### src/rtl/mult_seq.sv
`default_nettype none
// ============================================================================
//  Module   : cla, mult_seq
//  Purpose  : cla      - 4-bit carry-lookahead adder slice.
//             mult_seq - iterative shift-and-add unsigned multiplier. It forms
//                        one partial product per cycle through a chain of
//                        WIDTH/4 cla slices, and returns a 2*WIDTH-bit product
//                        through a start/done handshake.
//  Ports    : mult_seq
//               clk      in   1         rising-edge clock
//               rst      in   1         synchronous active-high reset
//               start    in   1         request, sampled while not busy
//               a        in   WIDTH     multiplicand (unsigned)
//               b        in   WIDTH     multiplier (unsigned)
//               busy     out  1         operation in progress
//               done     out  1         one-cycle completion pulse
//               product  out  2*WIDTH   last completed product
//  Revision : 1.0 - initial release
// ============================================================================

module cla (
    input  logic [3:0] i_a,
    input  logic [3:0] i_b,
    input  logic       i_cin,
    output logic [3:0] o_sum,
    output logic       o_cout
);
    logic [3:0] w_g;
    logic [3:0] w_p;
    logic [4:1] w_c;

    assign w_g = i_a & i_b;
    assign w_p = i_a ^ i_b;

    // Every carry is a flat sum of products of generate/propagate terms, so
    // no carry ripples through the slice.
    assign w_c[1] = w_g[0] | (w_p[0] & i_cin);
    assign w_c[2] = w_g[1] | (w_p[1] & w_g[0]) | (w_p[1] & w_p[0] & i_cin);
    assign w_c[3] = w_g[2] | (w_p[2] & w_g[1]) | (w_p[2] & w_p[1] & w_g[0])
                  | (w_p[2] & w_p[1] & w_p[0] & i_cin);
    assign w_c[4] = w_g[3] | (w_p[3] & w_g[2]) | (w_p[3] & w_p[2] & w_g[1])
                  | (w_p[3] & w_p[2] & w_p[1] & w_g[0])
                  | (w_p[3] & w_p[2] & w_p[1] & w_p[0] & i_cin);

    assign o_sum  = w_p ^ {w_c[3:1], i_cin};
    assign o_cout = w_c[4];
endmodule

module mult_seq #(
    parameter int WIDTH = 16
) (
    input  logic                 clk,
    input  logic                 rst,
    input  logic                 start,
    input  logic [WIDTH-1:0]     a,
    input  logic [WIDTH-1:0]     b,
    output logic                 busy,
    output logic                 done,
    output logic [2*WIDTH-1:0]   product
);
    localparam int NSLICE = WIDTH / 4;
    localparam int CW     = (WIDTH > 2) ? $clog2(WIDTH) : 1;
    localparam logic [CW-1:0] C_LAST = CW'(WIDTH - 1);

    typedef enum logic [1:0] {
        S_IDLE = 2'd0,
        S_RUN  = 2'd1,
        S_DONE = 2'd2
    } state_t;

    state_t r_state;
    state_t w_state_nxt;

    logic [WIDTH-1:0]   r_m;
    logic [WIDTH-1:0]   r_acc;
    logic [WIDTH-1:0]   r_q;
    logic [CW-1:0]      r_cnt;
    logic [2*WIDTH-1:0] r_product;

    logic [WIDTH-1:0]   w_addend;
    logic [WIDTH-1:0]   w_sum;
    logic [NSLICE:0]    w_carry;
    logic [2*WIDTH-1:0] w_next;
    logic               w_last;

    // ------------------------------------------------------------------
    // Partial-product adder: acc + (q[0] ? m : 0), carry chained slice
    // to slice. The final carry becomes the top bit of the shifted pair.
    // ------------------------------------------------------------------
    assign w_addend   = r_q[0] ? r_m : '0;
    assign w_carry[0] = 1'b0;

    for (genvar k = 0; k < NSLICE; k++) begin : g_cla
        cla u_cla (
            .i_a    (r_acc[4*k +: 4]),
            .i_b    (w_addend[4*k +: 4]),
            .i_cin  (w_carry[k]),
            .o_sum  (w_sum[4*k +: 4]),
            .o_cout (w_carry[k+1])
        );
    end

    // Add-then-shift-right of the {acc, q} pair in one step.
    assign w_next = {w_carry[NSLICE], w_sum, r_q[WIDTH-1:1]};
    assign w_last = (r_cnt == C_LAST);

    // ------------------------------------------------------------------
    // Control FSM
    // ------------------------------------------------------------------
    always_ff @(posedge clk) begin
        if (rst) begin
            r_state <= S_IDLE;
        end else begin
            r_state <= w_state_nxt;
        end
    end

    always_comb begin
        w_state_nxt = r_state;
        busy        = 1'b0;
        done        = 1'b0;
        case (r_state)
            S_IDLE: begin
                if (start) begin
                    w_state_nxt = S_RUN;
                end
            end
            S_RUN: begin
                busy = 1'b1;
                if (w_last) begin
                    w_state_nxt = S_DONE;
                end
            end
            S_DONE: begin
                done        = 1'b1;
                w_state_nxt = start ? S_RUN : S_IDLE;
            end
            default: begin
                w_state_nxt = S_IDLE;
            end
        endcase
    end

    // ------------------------------------------------------------------
    // Datapath
    // ------------------------------------------------------------------
    always_ff @(posedge clk) begin
        if (rst) begin
            r_m       <= '0;
            r_acc     <= '0;
            r_q       <= '0;
            r_cnt     <= '0;
            r_product <= '0;
        end else begin
            case (r_state)
                S_IDLE, S_DONE: begin
                    if (start) begin
                        r_m   <= a;
                        r_q   <= b;
                        r_acc <= '0;
                        r_cnt <= '0;
                    end
                end
                S_RUN: begin
                    {r_acc, r_q} <= w_next;
                    r_cnt        <= r_cnt + 1'b1;
                    // The final iteration's result goes straight to the
                    // output register; product then holds through later runs.
                    if (w_last) begin
                        r_product <= w_next;
                    end
                end
                default: begin
                    r_cnt <= '0;
                end
            endcase
        end
    end

    assign product = r_product;

endmodule
`default_nettype wire

### config.mk
export PLATFORM = sky130hd
export DESIGN_NAME = mult_seq
export DESIGN_NICKNAME = d
export VERILOG_FILES = /design/src/rtl/mult_seq.sv
export SDC_FILE = /design/constraint.sdc
export NUM_CORES = 1
export LEC_CHECK = 0
export ABC_AREA = 1
export CORE_MARGIN = 3
export CORE_UTILIZATION = 50
export CTS_BUF_LIST = sky130_fd_sc_hd__clkbuf_16
export CTS_CLUSTER_SIZE = 24
export DETAILED_ROUTE_END_ITERATION = 12
export GPL_TIMING_DRIVEN = 0
export HOLD_SLACK_MARGIN = 0.02
export PLACE_DENSITY = 0.75
export SYNTH_ARGS = -nofsm -noshare
export SYNTH_HDL_FRONTEND = slang
export SYNTH_HIERARCHICAL = 1
export SYNTH_SLANG_ARGS = --single-unit
### constraint.sdc
create_clock -name clk -period 3.7 [get_ports clk]
set_input_delay 0.555 -clock clk [delete_from_list [all_inputs] [get_ports clk]]
set_output_delay 0.555 -clock clk [all_outputs]
set_load 0.03 [all_outputs]
======== Word level (Yosys, flattened, before mapping) ========
Cells that the tools add are included.
cells by class
  add/sub/neg operators ................... 1
  equal/unequal tests ..................... 6
  multiplexer cells ....................... 13
  bitwise operators ....................... 105
  reductions and logical operators ........ 7
operator list
  operator             number
  $pmux 16 s2          2
  $and 1x1->1          57
  $mux 16              3
  $or 1x1->1           36
  $xor 4x4->4          8
  $and 4x4->4          4
  $pmux 4 s2           1
  $reduce_and 2->1     4
  $ne 2x2->1 const B   3
  $pmux 2 s3           1
  $add 4x1->4 const B  1
  $eq 4x4->1 const B   1
  $mux 2               2
  $mux 4               1
  $mux 1               3
  $eq 2x1->1 const B   1
  $eq 2x2->1 const B   1
  $logic_not 2->1      1
  $reduce_bool 2->1    1
  $reduce_or 2->1      1
storage, ports and cells
  bits in registers ....................... 86
  input port bits ......................... 35
  output and inout port bits .............. 34
  logic and storage cells ................. 138

======== Longest topological paths before layout ========
Gate-level depths: netlist of the first run.
  depth after elaboration ................. 14
  gate-level depth with buffers ........... 22
  depth with buffers taken out ............ 21

======== Hierarchy ========
The synthesis of the first run kept the hierarchy.
by module, submodules not included
  module    times used  cells each  area an instance (sq um)  seq. area each (sq um)
  mult_seq  1           484         3565.9                    1721.7
  cla       4           31          188.9                     0.0

======== Worst setup path after synthesis of the first run ========
Ideal clock, no wire load.
  path kind ............................... reg2reg
  from .................................... reg r_q[0]
  to ...................................... reg r_acc[12]
  setup time .............................. 0.066 ns
  arrival time ............................ 2.637 ns
  data required time ...................... 3.634 ns
  setup slack ............................. 0.997 ns
  stages on the path, launching flop included .. 22
  path buffers ............................ 1
  clock period less this slack ............ 2.703 ns
  cell sequence ........................... dfxtp_1 > clkbuf_1 > nand2_1 > inv_1 > ha_1 > nand2_2 > nand3_1 > nand3_1 > nand2_1 > nand3_1 > nand3_1 > nand3_1 > nand2_1 > nand3_1 > nand3_1 > nand3_1 > nand2_1 > inv_1 > fa_1 > xnor2_1 > nand2_1 > a21oi_2
between the ends
  elaborated cells on any way between the ends .. 43
  those cells by class .................... mux: 2; bitwise: 41
RTL lines
  what                                        RTL line  RTL
  start, declared                             76        logic [WIDTH-1:0] r_q;
  start signal, assigned                      165       {r_acc, r_q} <= w_next;
  $mux 16 *                                   90        assign w_addend = r_q[0] ? r_m : '0;
  via w_addend[1]                             80        logic [WIDTH-1:0] w_addend;
  $and 4x4->4 or $xor 4x4->4 (tied branches)  32, 33
  $and 1x1->1 (on tied branches)              41, 42
  $or 1x1->1 or $and 1x1->1 (tied branches)   41, 42
  $or 1x1->1 *                                42        | (w_p[3] & w_p[2] & w_p[1] & w_g[0])
  via w_carry[1]                              82        logic [NSLICE:0] w_carry;
  $and 1x1->1 *                               43        | (w_p[3] & w_p[2] & w_p[1] & w_p[0] & i_cin);
  [1 not listed]                              --
  via w_carry[2]                              82
  $and 1x1->1 *                               43
  $or 1x1->1 *                                43
  via w_carry[3]                              82
  $and 1x1->1 *                               37        assign w_c[1] = w_g[0] | (w_p[0] & i_cin);
  $or 1x1->1 *                                37
  $xor 4x4->4 *                               45        assign o_sum = w_p ^ {w_c[3:1], i_cin};
  via w_next[28]                              83        logic [2*WIDTH-1:0] w_next;
  $pmux 16 s2 *                               155       case (r_state)
  end signal, assigned                        165
  end, declared                               75        logic [WIDTH-1:0] r_acc;
Mark *: on every way through the listed nets, which the timed path passes. The rest lies on a longest branch.
A chain may end at the register's enable or synchronous reset.

======== Worst setup path in the final report of the first run ========
Same ends and word-level chain as after synthesis.

==> results.txt, run 1 <==
fillcell total -> 757
Worst Skew -> 6.19 ps
Mapped Cells -> 608
Ports -> 69
Fin Hold WS -> 467 ps
Fmax -> 0.312 GHz
CTS tree -> done
FF/Latch Area -> 1720 um2
Crit. Startpoint -> r_q[0]
dpl hpwl -> 7.60 mm
share of cells above drive strength 1 -> 0.0937
gr ovfl total -> 0
crit path launch type -> flop
DR pass1 iterations -> 5
R2R Path Start -> r_q[0]
Crit Path Class -> reg2reg
largest net degree at the start of global routing -> 16
worst hold path type -> reg2reg
M1 WL -> 4.59 mm
Crit Path Max Fanout -> 8
WL per Instance -> 12.8 um
root buf cell -> clkbuf_16
postcts setup bufs -> 0
Die Wd -> 99.0 um
antenna violations before repair -> 0
CTS buffer count -> 9
Die Span Y -> 99.0 um
DRT antenna net count -> 0
vias -> 3985
post-synth top area share -> 0.398
worst r2r dst -> r_acc[12]
max layer used -> met4
met2 WL -> 4.96 mm
clock tree buffer depth -> 2
Placed Cells -> 783
Tmin final -> 3200 ps
row cnt -> 33
PortBufs -> 68
fraction of registers with async set/reset -> 0
post-synth top area cell -> dfxtp_1
vias in the first global route -> 3747
RePlAce Congestion -> 0.845
Synth area leaders -> dfxtp_1, nand2_1, nand3_1
cts repair resizes -> 0
Post-Route WL -> 10.2 mm
Fin Setup TNS -> 0 ps
Initial Utilization -> 0.521
CTS H-tree lvls -> 3
area growth from synthesis to layout -> 25.8%
synthesized flop and latch total -> 86
nets@finish -> 745
slew margin rel. -> 0.636
Static Leakage -> 2.57 nW
metal3 WL -> 549 um
critical path arrival -> 3470 ps
maximum vdd drop -> 0.308 mV
Worst Tran Pin Value -> 546 ps
Critical Path End -> r_acc[12]
first-pass GRT wire length -> 17.2 mm
flop-to-flop setup slack -> 500 ps
final setup fails -> 0
outcome -> complete, no violations
Hold Buf Count CTS -> 0
Syn Area/Cell -> 7.11 um2
area of the mapped netlist -> 4320 um2
CORE AREA -> 8300 um2
Non-Filler Instances -> 799
Via density -> 4.99
EDFF count, synth -> 0
R2R depth -> 21
Worst Path Required -> 3970 ps
Max-Cap Viols -> 0
Synthesis Warnings -> 6
Unique masters post-synth -> 32
CP endpoint kind -> flop
power per cell area -> 398 nW/um2
Worst-path clk slew -> 60 ps
Hold Violations, Final -> 0
unrepaired setup endpoints after global routing -> false
register area share after synthesis -> 0.398
clock latency on the worst-skew pair -> 340 ps
period utilisation layout -> 0.866
ant diodes -> 0
gr usage total -> 0.215
# clock sinks -> 86
footprint of the multi-input gates -> 2080 um2
DRC Markers -> 0
Post-synth top flop -> dfxtp_1
Starting DRT DRC Count -> 154
Slew Limit Fails -> 0
DIE AREA -> 9800 um2
==> cells in the final DEF (no fill, tap or decap), drive strengths merged <==
cell	n
nor2	70
xnor2	4
a21oi	24
o21ai	35
clkinvlp	1
nor3	2
inv	86
a211oi	1
conb	3
clkdlybuf4s50	68
clkbuf	18
dfxtp	86
or2	4
ha	17
nand3	66
nand4	9
clkinv	4
bufinv	1
nand2	172
buf	19
fa	4
==> where the power goes <==
group	total, W	internal (W)	switching (W)
registers	0.000982	0.000964	0.0000174
logic	0.000286	0.000116	0.000170
clock network	0.000895	0.000524	0.000371
==> how the worst min path moves through the flow <==
stage,from,end,slack [ps],cells after the start
2_1_floorplan,r_acc[15],r_acc[15],440,2
3_3_place_gp,r_acc[15],r_acc[15],450,2
3_5_place_dp,r_acc[10],r_acc[10],460,2
4_1_cts,r_acc[5],r_acc[5],470,2
5_1_grt,product[26],product[26],490,2
6_report,product[17],product[17],470,2
==> area by class of cell <==
| class | instances | share of cell area |
|---|---|---|
| Inverter | 85 | 0.0607 |
| Clock inverter | 7 | 0.0131 |
| Multi-Input combinational cell | 411 | 0.383 |
| Timing Repair Buffer | 68 | 0.125 |
| Clock buffer | 9 | 0.0414 |
| Sequential cell | 86 | 0.317 |
| Buffer | 28 | 0.0354 |
| Tap cell | 105 | 0.0242 |
==> worst max-delay path, stage by stage (launching register included) <==
cell and delay (ps):
dfxtp_1 290, clkbuf_1 170, nand2_1 100, inv_1 40
ha_1 350, nand2_2 90, nand3_1 100, nand3_1 70
nand2_1 130, nand3_1 110, nand3_1 110, nand3_1 80
nand2_1 150, nand3_1 120, nand3_1 100, nand3_1 70
nand2_1 130, inv_1 70, fa_1 380, xnor2_1 230
nand2_1 100, a21oi_2 130
==> registers in the layout, summed over array words and instances (netlist names) <==
register  flops
r_cnt         4
r_m          16
product      32
r_state       2
r_acc        16
r_q          16
==> synth_stat cells, types with 2 or more instances <==
cell type  count
inv_1         81
buf_2         12
or2_0          4
nor3_1         2
nor2_1        69
buf_4          2
nand2_1      156
fa_1           4
o21ai_0       25
buf_6          3
a21oi_2        9
o21ai_1       10
dfxtp_1       86
nand3_1       65
a21oi_1       15
ha_1          17
xnor2_1        4
buf_12         2
nand4_1        9
nand2_2       14
clkbuf_1       8
==> through the flow <==
stage | power, W | instance area [um2] | setup WS [ps] | util
floorplan | 0.00119 | 4330 | 997 | -
finish | 0.00216 | 5440 | 495 | 0.655
global placement | 0.00128 | 5140 | 573 | 0.619
detailed placement | 0.00129 | 5140 | 514 | 0.619
CTS | 0.00218 | 5440 | 482 | 0.655
global route | 0.00226 | 5440 | 239 | 0.655
==> cell families (layout without fill, tap and decap cells) <==
kind of cell / count (synthesis) / after routing / synth area share
and+or+nand+nor: 323 / 323 / 0.326
buffers and inverters: 113 / 197 / 0.121
DFF: 86 / 86 / 0.398
AOI/OAI and AO/OA: 60 / 60 / 0.0779
adders and majority gates: 21 / 21 / 0.0677
xor gates and xnor gates: 4 / 4 / 0.00811
other: 1 / 3 / 0.000868
==> layer usage <==
layer,vias to the layer above,global-route usage
li1,2064,-
met1,1805,0.278
met2,102,0.369
met3,14,0.0318
met4,0,0.0672
met5,-,0
Note: power is estimated with default switching activity, not from simulation.
==> inputs of run 2 (changes only) <==
--- a/config.mk
+++ b/config.mk
@@ -6,6 +6,7 @@
 export NUM_CORES = 1
 export LEC_CHECK = 0
 export ABC_AREA = 1
+export CAP_MARGIN = 20
 export CORE_MARGIN = 3
 export CORE_UTILIZATION = 50
 export CTS_BUF_LIST = sky130_fd_sc_hd__clkbuf_16
@@ -14,6 +15,8 @@
 export GPL_TIMING_DRIVEN = 0
 export HOLD_SLACK_MARGIN = 0.02
 export PLACE_DENSITY = 0.75
+export RECOVER_POWER = 100
+export SKIP_LAST_GASP = 1
 export SYNTH_ARGS = -nofsm -noshare
 export SYNTH_HDL_FRONTEND = slang
 export SYNTH_HIERARCHICAL = 1
==> results.txt, run 2 (synthesis gave the netlist of run 1 again) <==
antenna violations before repair -> 0 (unchanged)
Hold Crit Depth -> 2 (unchanged)
period utilisation layout -> 0.874 (+0.00838)
Hold Buf Count CTS -> 0 (unchanged)
dpl hpwl -> 7.60 mm (unchanged)
R2R Path Start -> r_q[0]
Die Wd -> 99.0 um (unchanged)
root buf cell -> clkbuf_16
cts repair resizes -> 0 (unchanged)
Fin Hold WS -> 464 ps (-3.01 ps)
gr usage total -> 0.215 (unchanged)
flop-to-flop setup slack -> 460 ps (-30 ps)
postcts setup bufs -> 0 (unchanged)
commonest non-fill, non-tap cells in the layout -> nand2_1, dfxtp_1, inv_1
area growth from synthesis to layout -> 22.8%
maximum vdd drop -> 0.304 mV (-1.2%)
power per cell area -> 404 nW/um2 (+1.5%)
clock tree buffer depth -> 2 (unchanged)
min-delay src -> product[17]
WL per Instance -> 12.8 um (-0.46%)
CTS tree -> done
clock latency on the worst-skew pair -> 340 ps (about the same)
# clock sinks -> 86 (unchanged)
DR pass1 iterations -> 4 (-1)
Gate power share -> 0.122 (-0.010)
slew margin rel. -> 0.452 (-0.184)
power share of the clock group -> 0.420 (+0.006)
DIE AREA -> 9800 um2 (unchanged)
cell mode on critical path -> nand3_1
CORE AREA -> 8300 um2 (unchanged)
RePlAce Congestion -> 0.845 (unchanged)
Worst Tran Pin Value -> 822 ps (+275 ps)
Int Pwr -> 0.00159 W (-1.0%)
CP endpoint kind -> flop
ant diodes -> 0 (unchanged)
Crit. Startpoint -> r_q[0]
commonest non-fill, non-tap cell in the layout -> nand2_1
vias in the first global route -> 3747 (unchanged)
unrepaired setup endpoints after global routing -> false
DRT antenna net count -> 0 (unchanged)
nets@finish -> 745 (unchanged)
Initial Utilization -> 0.521 (unchanged)
first-pass GRT wire length -> 17.2 mm (unchanged)
Hold Violations, Final -> 0 (unchanged)
Worst-path clk slew -> 60 ps (about the same)
Die Span Y -> 99.0 um (unchanged)
P_sw -> 0.000555 W (-0.69%)
sequential share of power -> 0.458 (+0.004)
Final Power -> 0.00214 W (-0.95%)
Tmin final -> 3240 ps (+31.0 ps)
Hold Path End -> product[17]
R2R depth -> 21 (unchanged)
final core utilization -> 0.639 (-0.0160)
CP Cell Sequence -> clkbuf_1 -> nand2_1 -> inv_1 -> ha_1 -> nand2_1 -> nand3_1 -> nand3_1 -> nand2_1 -> nand3_1 -> nand3_1 -> nand3_1 -> nand2_1 -> nand3_1 -> nand3_1 -> nand3_1 -> nand2_1 -> inv_1 -> fa_1 -> xnor2_1 -> nand2_1 -> a21oi_2
Crit Path Class -> reg2reg
Crit Path Max Fanout -> 8 (unchanged)
Via density -> 4.97 (-0.38%)
Max-Cap Viols -> 0 (unchanged)
design area -> 5310 um2 (-2.4%)
Post-Route WL -> 10.2 mm (-0.46%)
Switching Share -> 0.259 (+0.000686)
max reg flops -> 32 (unchanged)
gr ovfl total -> 0 (unchanged)
outcome -> complete, no violations
final setup fails -> 0 (unchanged)
Static Leakage -> 2.63 nW (+2.6%)
share of cells above drive strength 1 -> 0.0620 (-0.0317)
largest net degree at the start of global routing -> 16 (unchanged)
Placement Cell Area -> 5140 um2 (unchanged)
Ports -> 69 (unchanged)
Fin Setup TNS -> 0 ps (unchanged)
worst r2r dst -> r_acc[12]
PortBufs -> 68 (unchanged)
CP max-delay cell -> fa_1
CTS buffer count -> 9 (unchanged)
critical path arrival -> 3500 ps (+30 ps)
Fmax -> 0.309 GHz (-0.96%)
Worst Path Required -> 3960 ps (about the same)
Starting DRT DRC Count -> 190 (+23%)
crit path launch type -> flop
row cnt -> 33 (unchanged)
DRC Markers -> 0 (unchanged)
worst hold path type -> reg2reg
Worst Skew -> 5.21 ps (-0.984 ps)
CTS H-tree lvls -> 3 (unchanged)
Slew Limit Fails -> 0 (unchanged)
vias -> 3970 (-0.38%)
slowest stage delay, CP -> 380 ps (about the same)
[run 2: cell count changes in the layout (fill, tap and decap cells not counted), sizes merged]
cell	change
buf	-10
inv	-1
clkinvlp	+1
clkdlybuf4s50	-36
dlygate4sd3	+36
clkbuf	+10
[run 2: worst max-delay path by stage]
stage / to / slack, ps / cells past startpoint
6_report: r_acc[12] / 460 / 21
5_1_grt: r_acc[12] / 210 / 21
4_1_cts: r_acc[12] / 480 / 18
3_5_place_dp: r_acc[12] / 510 / 21
3_3_place_gp: r_acc[12] / 570 / 18
2_1_floorplan: r_acc[12] / 1000 / 21
[run 2: critical path, delay by kind of cell (launching register included)]
family | cells | cell delay, ps
AND/OR/NAND/NOR | 14 | 1500
adder cells (fa/ha/maj) | 2 | 720
flip-flops | 1 | 290
buffers and inverters | 3 | 280
XOR/XNOR | 1 | 230
AO/OA/AOI/OAI | 1 | 130
[run 2: final cells by class]
type | count | area, um2
Timing Repair Buffer | 68 | 681
Tap cell | 105 | 131
Inverter | 85 | 324
Clock buffer | 9 | 225
Buffer | 28 | 129
Fill cell | 783 | 2990
Multi-Input combinational cell | 411 | 2020
Sequential cell | 86 | 1720
Clock inverter | 7 | 71.3
[run 2: power groups by stage]
stage | registers (W) | clock network [W] | logic, W
after floorplan | 0.000998 | 0 | 0.000195
after global placement | 0.00100 | 0 | 0.000278
after detailed placement | 0.00100 | 0 | 0.000284
after CTS | 0.000981 | 0.000912 | 0.000287
after global routing | 0.000985 | 0.000954 | 0.000297
final | 0.000982 | 0.000899 | 0.000261
[run 2: metal layers]
| metal | up-vias | wire length, um | GRT usage |
|---|---|---|---|
| met4 | 0 | 148 | 0.0672 |
| met2 | 92 | 4900 | 0.369 |
| li1 | 2060 | - | - |
| met1 | 1804 | 4600 | 0.278 |
| met5 | - | 0 | 0 |
| met3 | 14 | 546 | 0.0318 |
[run 2: through the flow]
step / setup WS, ps / std cells
6_report: 464 / 799
5_1_grt: 210 / 799
4_1_cts: 482 / 799
3_5_place_dp: 514 / 783
3_3_place_gp: 573 / 783
2_1_floorplan: 997 / 610
